$ cat src/rtl/pc_pkg.sv
// Shared types and helpers for the fetch-stage program-counter unit.
package pc_pkg;

    typedef enum logic [1:0] {
        StBoot,
        StRun,
        StFault
    } pc_state_e;

    localparam int unsigned PC_INC = 4;

    // Low PC bits that must be zero for a legal redirect target.
    function automatic logic [1:0] align_mask(input int unsigned ialign);
        return (ialign == 2) ? 2'b01 : 2'b11;
    endfunction

endpackage

$ cat src/rtl/pc_next_mux.sv
// Priority next-PC select (trap > redirect > stall > accept) with misaligned-target detect.
module pc_next_mux
    import pc_pkg::*;
#(
    parameter int unsigned XLEN   = 32,
    parameter int unsigned IALIGN = 4
) (
    input  logic            trap,
    input  logic [XLEN-1:0] trap_vec,
    input  logic            redirect,
    input  logic [XLEN-1:0] redirect_pc,
    input  logic            stall,
    input  logic            accept,
    input  logic [XLEN-1:0] pc_q,
    output logic [XLEN-1:0] pc_next,
    output logic            fault
);

    logic unused_trap_lsb;
    assign unused_trap_lsb = ^trap_vec[1:0];

    always_comb begin
        pc_next = pc_q;
        fault   = 1'b0;
        if (trap) begin
            pc_next = {trap_vec[XLEN-1:2], 2'b00};
        end else if (redirect) begin
            pc_next = redirect_pc;
            fault   = |(redirect_pc[1:0] & align_mask(IALIGN));
        end else if (stall) begin
            pc_next = pc_q;
        end else if (accept) begin
            pc_next = pc_q + XLEN'(PC_INC);
        end
    end

endmodule

$ cat src/rtl/pc_unit.sv
// Fetch-stage program counter: holds the fetch PC, drives the imem request handshake,
// parks on misaligned redirects until a trap, and counts accepted fetches.
module pc_unit
    import pc_pkg::*;
#(
    parameter int unsigned    XLEN         = 32,
    parameter logic [XLEN-1:0] RESET_VECTOR = '0,
    parameter int unsigned    IALIGN       = 4
) (
    input  logic            clk,
    input  logic            rst,
    input  logic            stall,
    input  logic            redirect_valid,
    input  logic [XLEN-1:0] redirect_pc,
    input  logic            trap_valid,
    input  logic [XLEN-1:0] trap_vec,
    output logic            fetch_valid,
    input  logic            fetch_ready,
    output logic [XLEN-1:0] fetch_pc,
    output logic            misalign_err,
    output logic [XLEN-1:0] misalign_pc,
    output logic [XLEN-1:0] fetch_count
);

    pc_state_e       state_q, state_d;
    logic [XLEN-1:0] pc_q, pc_d;
    logic [XLEN-1:0] misalign_pc_q;
    logic [XLEN-1:0] count_q;
    logic            in_run, redirect_eff, accept, redirect_fault, count_inc;

    assign in_run       = (state_q == StRun);
    // Redirects are only meaningful while running; BOOT and FAULT drop them.
    assign redirect_eff = redirect_valid && in_run;
    assign fetch_valid  = in_run && !stall;
    assign accept       = fetch_valid && fetch_ready;
    assign count_inc    = accept && !trap_valid && !redirect_eff;

    pc_next_mux #(
        .XLEN   (XLEN),
        .IALIGN (IALIGN)
    ) u_next_mux (
        .trap        (trap_valid),
        .trap_vec    (trap_vec),
        .redirect    (redirect_eff),
        .redirect_pc (redirect_pc),
        .stall       (stall),
        .accept      (accept),
        .pc_q        (pc_q),
        .pc_next     (pc_d),
        .fault       (redirect_fault)
    );

    always_comb begin
        state_d = state_q;
        unique case (state_q)
            StBoot:  state_d = StRun;
            StRun:   if (redirect_fault) state_d = StFault;
            StFault: if (trap_valid) state_d = StRun;
            default: state_d = StBoot;
        endcase
    end

    always_ff @(posedge clk or negedge rst) begin
        if (!rst) begin
            state_q       <= StBoot;
            pc_q          <= RESET_VECTOR;
            misalign_pc_q <= '0;
            count_q       <= '0;
        end else begin
            state_q <= state_d;
            pc_q    <= pc_d;
            if (redirect_fault) begin
                misalign_pc_q <= redirect_pc;
            end
            if (count_inc) begin
                count_q <= count_q + XLEN'(1);
            end
        end
    end

    assign fetch_pc     = pc_q;
    assign misalign_err = (state_q == StFault);
    assign misalign_pc  = misalign_pc_q;
    assign fetch_count  = count_q;

endmodule

$ cat config.mk
export PLATFORM = sky130hd
export DESIGN_NAME = pc_unit
export DESIGN_NICKNAME = d
export VERILOG_FILES = /design/src/rtl/pc_pkg.sv /design/src/rtl/pc_next_mux.sv /design/src/rtl/pc_unit.sv
export SDC_FILE = /design/constraint.sdc
export NUM_CORES = 1
export LEC_CHECK = 0
export BUFFER_PORTS_ARGS = -buffer_cell sky130_fd_sc_hd__buf_2
export CORE_MARGIN = 8
export CORE_UTILIZATION = 53
export CTS_BUF_LIST = sky130_fd_sc_hd__clkbuf_4
export CTS_CLUSTER_DIAMETER = 50
export DETAILED_ROUTE_END_ITERATION = 8
export GPL_ROUTABILITY_DRIVEN = 1
export PLACE_DENSITY_LB_ADDON = 0.05
export SYNTH_ARGS = -nofsm -noshare
export SYNTH_HDL_FRONTEND = slang
export SYNTH_SLANG_ARGS = --single-unit
$ cat constraint.sdc
create_clock -name clk -period 2.66 [get_ports clk]
set_clock_uncertainty 0.2 [all_clocks]
set_input_delay 0.133 -clock clk [delete_from_list [all_inputs] [get_ports clk]]
set_output_delay 0.133 -clock clk [all_outputs]
set_load 0.05 [all_outputs]
==> After elaboration in Yosys (flattened, before gate mapping) <==
Index checks and enable logic that the tools add are counted.
{ "classes": {"muxes": 9, "n_reduce_logical": 13, "n_addsub": 2, "n_eq_ne": 5} }
{ "ops": {"columns": ["op", "count"], "rows": [
  ["$mux W32", 4],
  ["$add A32 B1 Y32 const B", 1],
  ["$add A32 B3 Y32 const B", 1],
  ["$pmux W2 S3", 1],
  ["$logic_and A1 B1 Y1", 5],
  ["$mux W2", 2],
  ["$reduce_and A2 Y1", 2],
  ["$logic_not A1 Y1", 3],
  ["$ne A3 B1 Y1 const B", 1],
  ["$reduce_bool A3 Y1", 1],
  ["$eq A2 B1 Y1 const B", 1],
  ["$eq A2 B2 Y1 const B", 1],
  ["$logic_not A2 Y1", 1],
  ["$mux W1", 2],
  ["$ne A2 B1 Y1 const B", 1],
  ["$ne A2 B2 Y1 const B", 1],
  ["$reduce_or A2 Y1", 1]
]} }
{ "word_totals": {"input_bits": 70, "register_bits": 98, "output_inout_bits": 98} }

==> Depth between registers and ports, before layout <==
{ "logic_depth": {"word_depth": 7, "ltp_mapped": 8} }

==> Hierarchy <==
From an unflattened synthesis, not the netlist that was laid out.
{ "hier_totals": {"cells_unflattened": 443, "hier_area_um2": 4833.4} }
{ "by_module_without_submodules": {"columns": ["module", "instances", "cells_per_inst", "area_per_inst_um2", "seq_area_each_um2"], "rows": [
  ["pc_unit", 1, 251, 3601.0, 2452.4],
  ["pc_next_mux", 1, 192, 1232.4, 0.0]
]} }

==> Worst setup path before layout <==
No wires, ideal clock.
{ "synth_timing": {"kind": "register -> register", "start": "register pc_q[12] (netlist: fetch_pc[12])", "end": "register pc_q[25] (netlist: fetch_pc[25])", "setup_slack_ns": 0.345, "synth_period_minus_slack_ns": 2.315, "path_buffers": 1, "setup_ns": 0.131, "path_stages_with_launch": 7, "t_arrival_ns": 1.984, "path_cell_list": "dfrtp_1 -> buf_4 -> nand4_4 -> nor4_4 -> nand3_1 -> o2111ai_1 -> or3b_1"} }
{ "synth_between": {"elab_chain_len": 5} }
{ "synth_rtl": {"columns": ["element", "line_no", "source"], "rows": [
  ["start, declared", "pc_unit.sv:26", "logic [XLEN-1:0] pc_q, pc_d;"],
  ["start signal, assigned", "pc_unit.sv:71", "pc_q <= pc_d;"],
  ["$add A32 B3 Y32", "pc_next_mux.sv:33", "pc_next = pc_q + XLEN'(PC_INC);"],
  ["$mux W32", "pc_next_mux.sv:32", "end else if (accept) begin"],
  ["$mux W32", "pc_next_mux.sv:30", "end else if (stall) begin"],
  ["$mux W32", "pc_next_mux.sv:27", "end else if (redirect) begin"],
  ["$mux W32", "pc_next_mux.sv:25", "if (trap) begin"]
]} }
Every way passes these cells. The select of a mux whose other input is x is not followed.
A chain may end at the register's enable or synchronous reset.

==> Worst setup path in the final report <==
{ "layout_timing": {"start": "register state_q[1]", "end": "register pc_q[5] (netlist: fetch_pc[5])"} }
{ "layout_between": {"elab_chain_len": 5} }
{ "layout_rtl": {"columns": ["element", "line_no", "source"], "rows": [
  ["start, declared", "pc_unit.sv:25", "pc_state_e state_q, state_d;"],
  ["start signal, assigned", "pc_unit.sv:65", "state_q <= StBoot;"],
  ["start signal, assigned", "pc_unit.sv:70", "state_q <= state_d;"],
  ["$eq A2 B1 Y1 (*)", "pc_unit.sv:31", "assign in_run = (state_q == StRun);"],
  ["$logic_and A1 B1 Y1", "pc_unit.sv:34", "assign fetch_valid = in_run && !stall;"],
  ["$logic_and A1 B1 Y1", "pc_unit.sv:35", "assign accept = fetch_valid && fetch_ready;"],
  ["$reduce_bool A3 Y1 (no line)", null, null],
  ["$reduce_and A2 Y1 (no line)", null, null]
]} }
Every way passes the cells marked *; elsewhere a longest branch is shown, timed or not.

==> summary.txt <==
Placement
  • Port Buffers: approximately 170
  • Placed cell area: a little over 0.006 mm2
  • HPWL Detailed: ~11000 um
  • Placer Congestion: 0.849

Logic synthesis
  • Post-synthesis sequential area ratio: 0.482
  • EDFF count, synth: 0
  • Post-synth net total: 571
  • Synth Register Bits: slightly below 100
  • Mapped cell area: between 0.005 and 0.006 mm2
  • Top FF cell, synth: dfrtp_1
  • Syn Inst Count: 499
  • Netlist cell types: 66
  • Share of synthesized flip-flops with an asynchronous set or reset: 1.00
  • Avg Inst Size Synth: slightly above 10 um2
  • Ys Warns: 0

Power
  • Power Density: between 700 and 800 mW/mm2
  • Leakage: between 3 and 4 nW
  • Peak supply drop: 492 uV

STA
  • Pins over their slew limit: 0
  • Slew @ Worst Pin: ~0.83 ns
  • F_max: 402 MHz
  • Final hold slack: approximately 0.024 ns
  • Final setup viols: 0
  • TNS Setup: 0 ns
  • Slew headroom: 0.448
  • Fin. Hold Viols: 0
  • RSZ-0062 raised after global routing: false
  • Crit path time final: 2.49 ns
  • Crit share post-route: 0.935

Status
  • Status: completed

CTS
  • Clock Path Buffers: 2
  • Worst-path clk slew: 0.16 ns
  • Clock root cell: clkbuf_4
  • Clk_lat worst skew: 0.44 ns
  • CTS tree: done
  • Clock H-tree levels: 3
  • Clock Sinks: 98
  • TritonCTS Buffers: 9

Floorplan
  • Die outline area: 0.0130 mm2
  • Initial Utilization: 0.548
  • DIE HEIGHT: about 110 um
  • Horiz. Die Dim: 114 um
  • I/O pin total: 168
  • Row Count: 35
  • Core Area: 0.00928 mm2

Drt
  • Final wirelength: 16000 um
  • Vias: 4938
  • # DRC: 0
  • DRT antenna net count: 0
  • Initial DRC Count: 302
  • Vias/cell: 5.70
  • WL/cell: 18.5 um
  • Total iterations of the first detailed-routing run: 5

Worst setup path
  • Crit path launch type: flip-flop
  • Crit Path Class: flip-flop to flip-flop
  • Required @ worst endpoint: 2.85 ns
  • Crit-path max FO: 10
  • Reg2reg path depth: 6
  • Kind of end point of the critical path: flip-flop
  • Crit path DAT: 2.68 ns

Run
  • Number of max-cap violations: 0

Cells and area
  • Share of layout cells above drive strength 1: 0.330
  • Layout overhead on the synthesized area: 35.6%
  • Most frequent cells in the layout: buf_2, dfrtp_1, dlygate4sd3_1
  • Fin area: 0.00690 mm2
  • Nets: 804
  • Commonest non-fill, non-tap cell in the layout: buf_2
  • Post-route core utilization: 0.743

Worst hold path
  • Hold depth: 5
  • Hold Path Class: primary input to flip-flop

Global route
  • Initial antenna violation count: 2
  • Grt ovf: 0
  • Largest net degree at the start of global routing: 51
  • Vias in the first global route: 5057
  • First-pass GRT wire length: 25700 um
  • Tot GR Track Use: 0.249
==> final timing paths <==
| check | slack, ns | startpoint | to |
|---|---|---|---|
| worst max-delay path | 0.17 | state_q[1] | fetch_pc[5] |
| worst min-delay path | 0.02 | stall | fetch_count[15] |
| worst max register to register | 0.17 | state_q[1] | fetch_pc[5] |
| worst min register to register | 0.30 | fetch_count[31] | fetch_count[31] |
| max in group asynchronous | 1.51 | rst | fetch_pc[16] |
| min in group asynchronous | 0.05 | rst | fetch_count[13] |
==> state kept, by name, summed over array words and instances, names as in the netlist <==
name / flops
state_q: 2
misalign_pc: 32
fetch_count: 32
fetch_pc: 32
==> power breakdown <==
group	leakage (nW)	switching, mW	internal (mW)
combinational	2.00	1.50	0.618
clock	0.0512	0.501	0.209
sequential	1.22	0.253	1.75
total	3.27	2.26	2.58
==> cells in the mapped netlist, types with 4 or more instances <==
cell	n	area [um2]
dfrtp_1	98	2450
nand2_1	56	210
a21oi_1	37	185
mux2_2	30	338
nor2_1	25	93.8
xnor2_1	25	219
and3_1	21	131
nand3_1	21	105
o21ai_0	18	90.1
xor2_1	13	114
nand4_1	11	68.8
nor3_1	10	50.1
buf_2	9	45.0
clkbuf_1	9	33.8
inv_1	6	22.5
o211ai_1	6	45.0
a31oi_1	5	31.3
and4_1	5	43.8
o22ai_1	5	31.3
or3_1	5	31.3
a221o_1	4	40.0
buf_1	4	15.0
nor4_1	4	25.0
==> layout make-up <==
cell class                 count  area (um2)
antenna                        2        5.00
clock buffer                  11        82.6
clock inverter                 4        30.0
fill                         699        2380
inverter                       6        22.5
multi-input combinational    370        2500
sequential                    98        2450
tap                          129         161
timing repair buffer         247        1640
==> through the flow <==
| stage | setup WS (ns) | std cells | power, mW |
|---|---|---|---|
| 5_1_grt | 0.0124 | 867 | 5.05 |
| 6_report | 0.172 | 867 | 4.83 |
| 3_3_place_gp | 0.543 | 780 | 4.01 |
| 4_1_cts | 0.0988 | 865 | 4.85 |
| 3_5_place_dp | 0.482 | 780 | 4.05 |
| 2_1_floorplan | 0.345 | 499 | 3.47 |
==> logic make-up after synthesis <==
family,synth area share
AND/OR/NAND/NOR,0.208
AO/OA/AOI/OAI,0.141
flip-flops,0.482
XOR/XNOR,0.0654
multiplexers,0.0703
buffers and inverters,0.0288
adder cells (fa/ha/maj),0.00492
==> timing repair <==
item,4_1_cts,5_1_grt
buffers inserted,0,0
gates resized for setup,0,1
hold buffers,70,0
endpoints found under the hold margin,113,0
endpoints found under the setup margin,0,1
==> layer usage <==
layer / track usage / up-vias / share of wire
li1: - / 2312 / -
met1: 0.310 / 2391 / 0.41
met2: 0.416 / 203 / 0.49
met3: 0.0481 / 32 / 0.069
met4: 0.0985 / 0 / 0.023
met5: 0 / - / 0
==> worst max-delay path, cell delays in order (launching register included) <==
cell,delay (ns)
dfrtp_1,0.50
and3b_2,0.31
nor2_1,0.55
nand2_1,0.12
nand2_1,0.11
a221o_1,0.13
dlygate4sd3_1,0.54
Power figures use the tool's default switching activity.
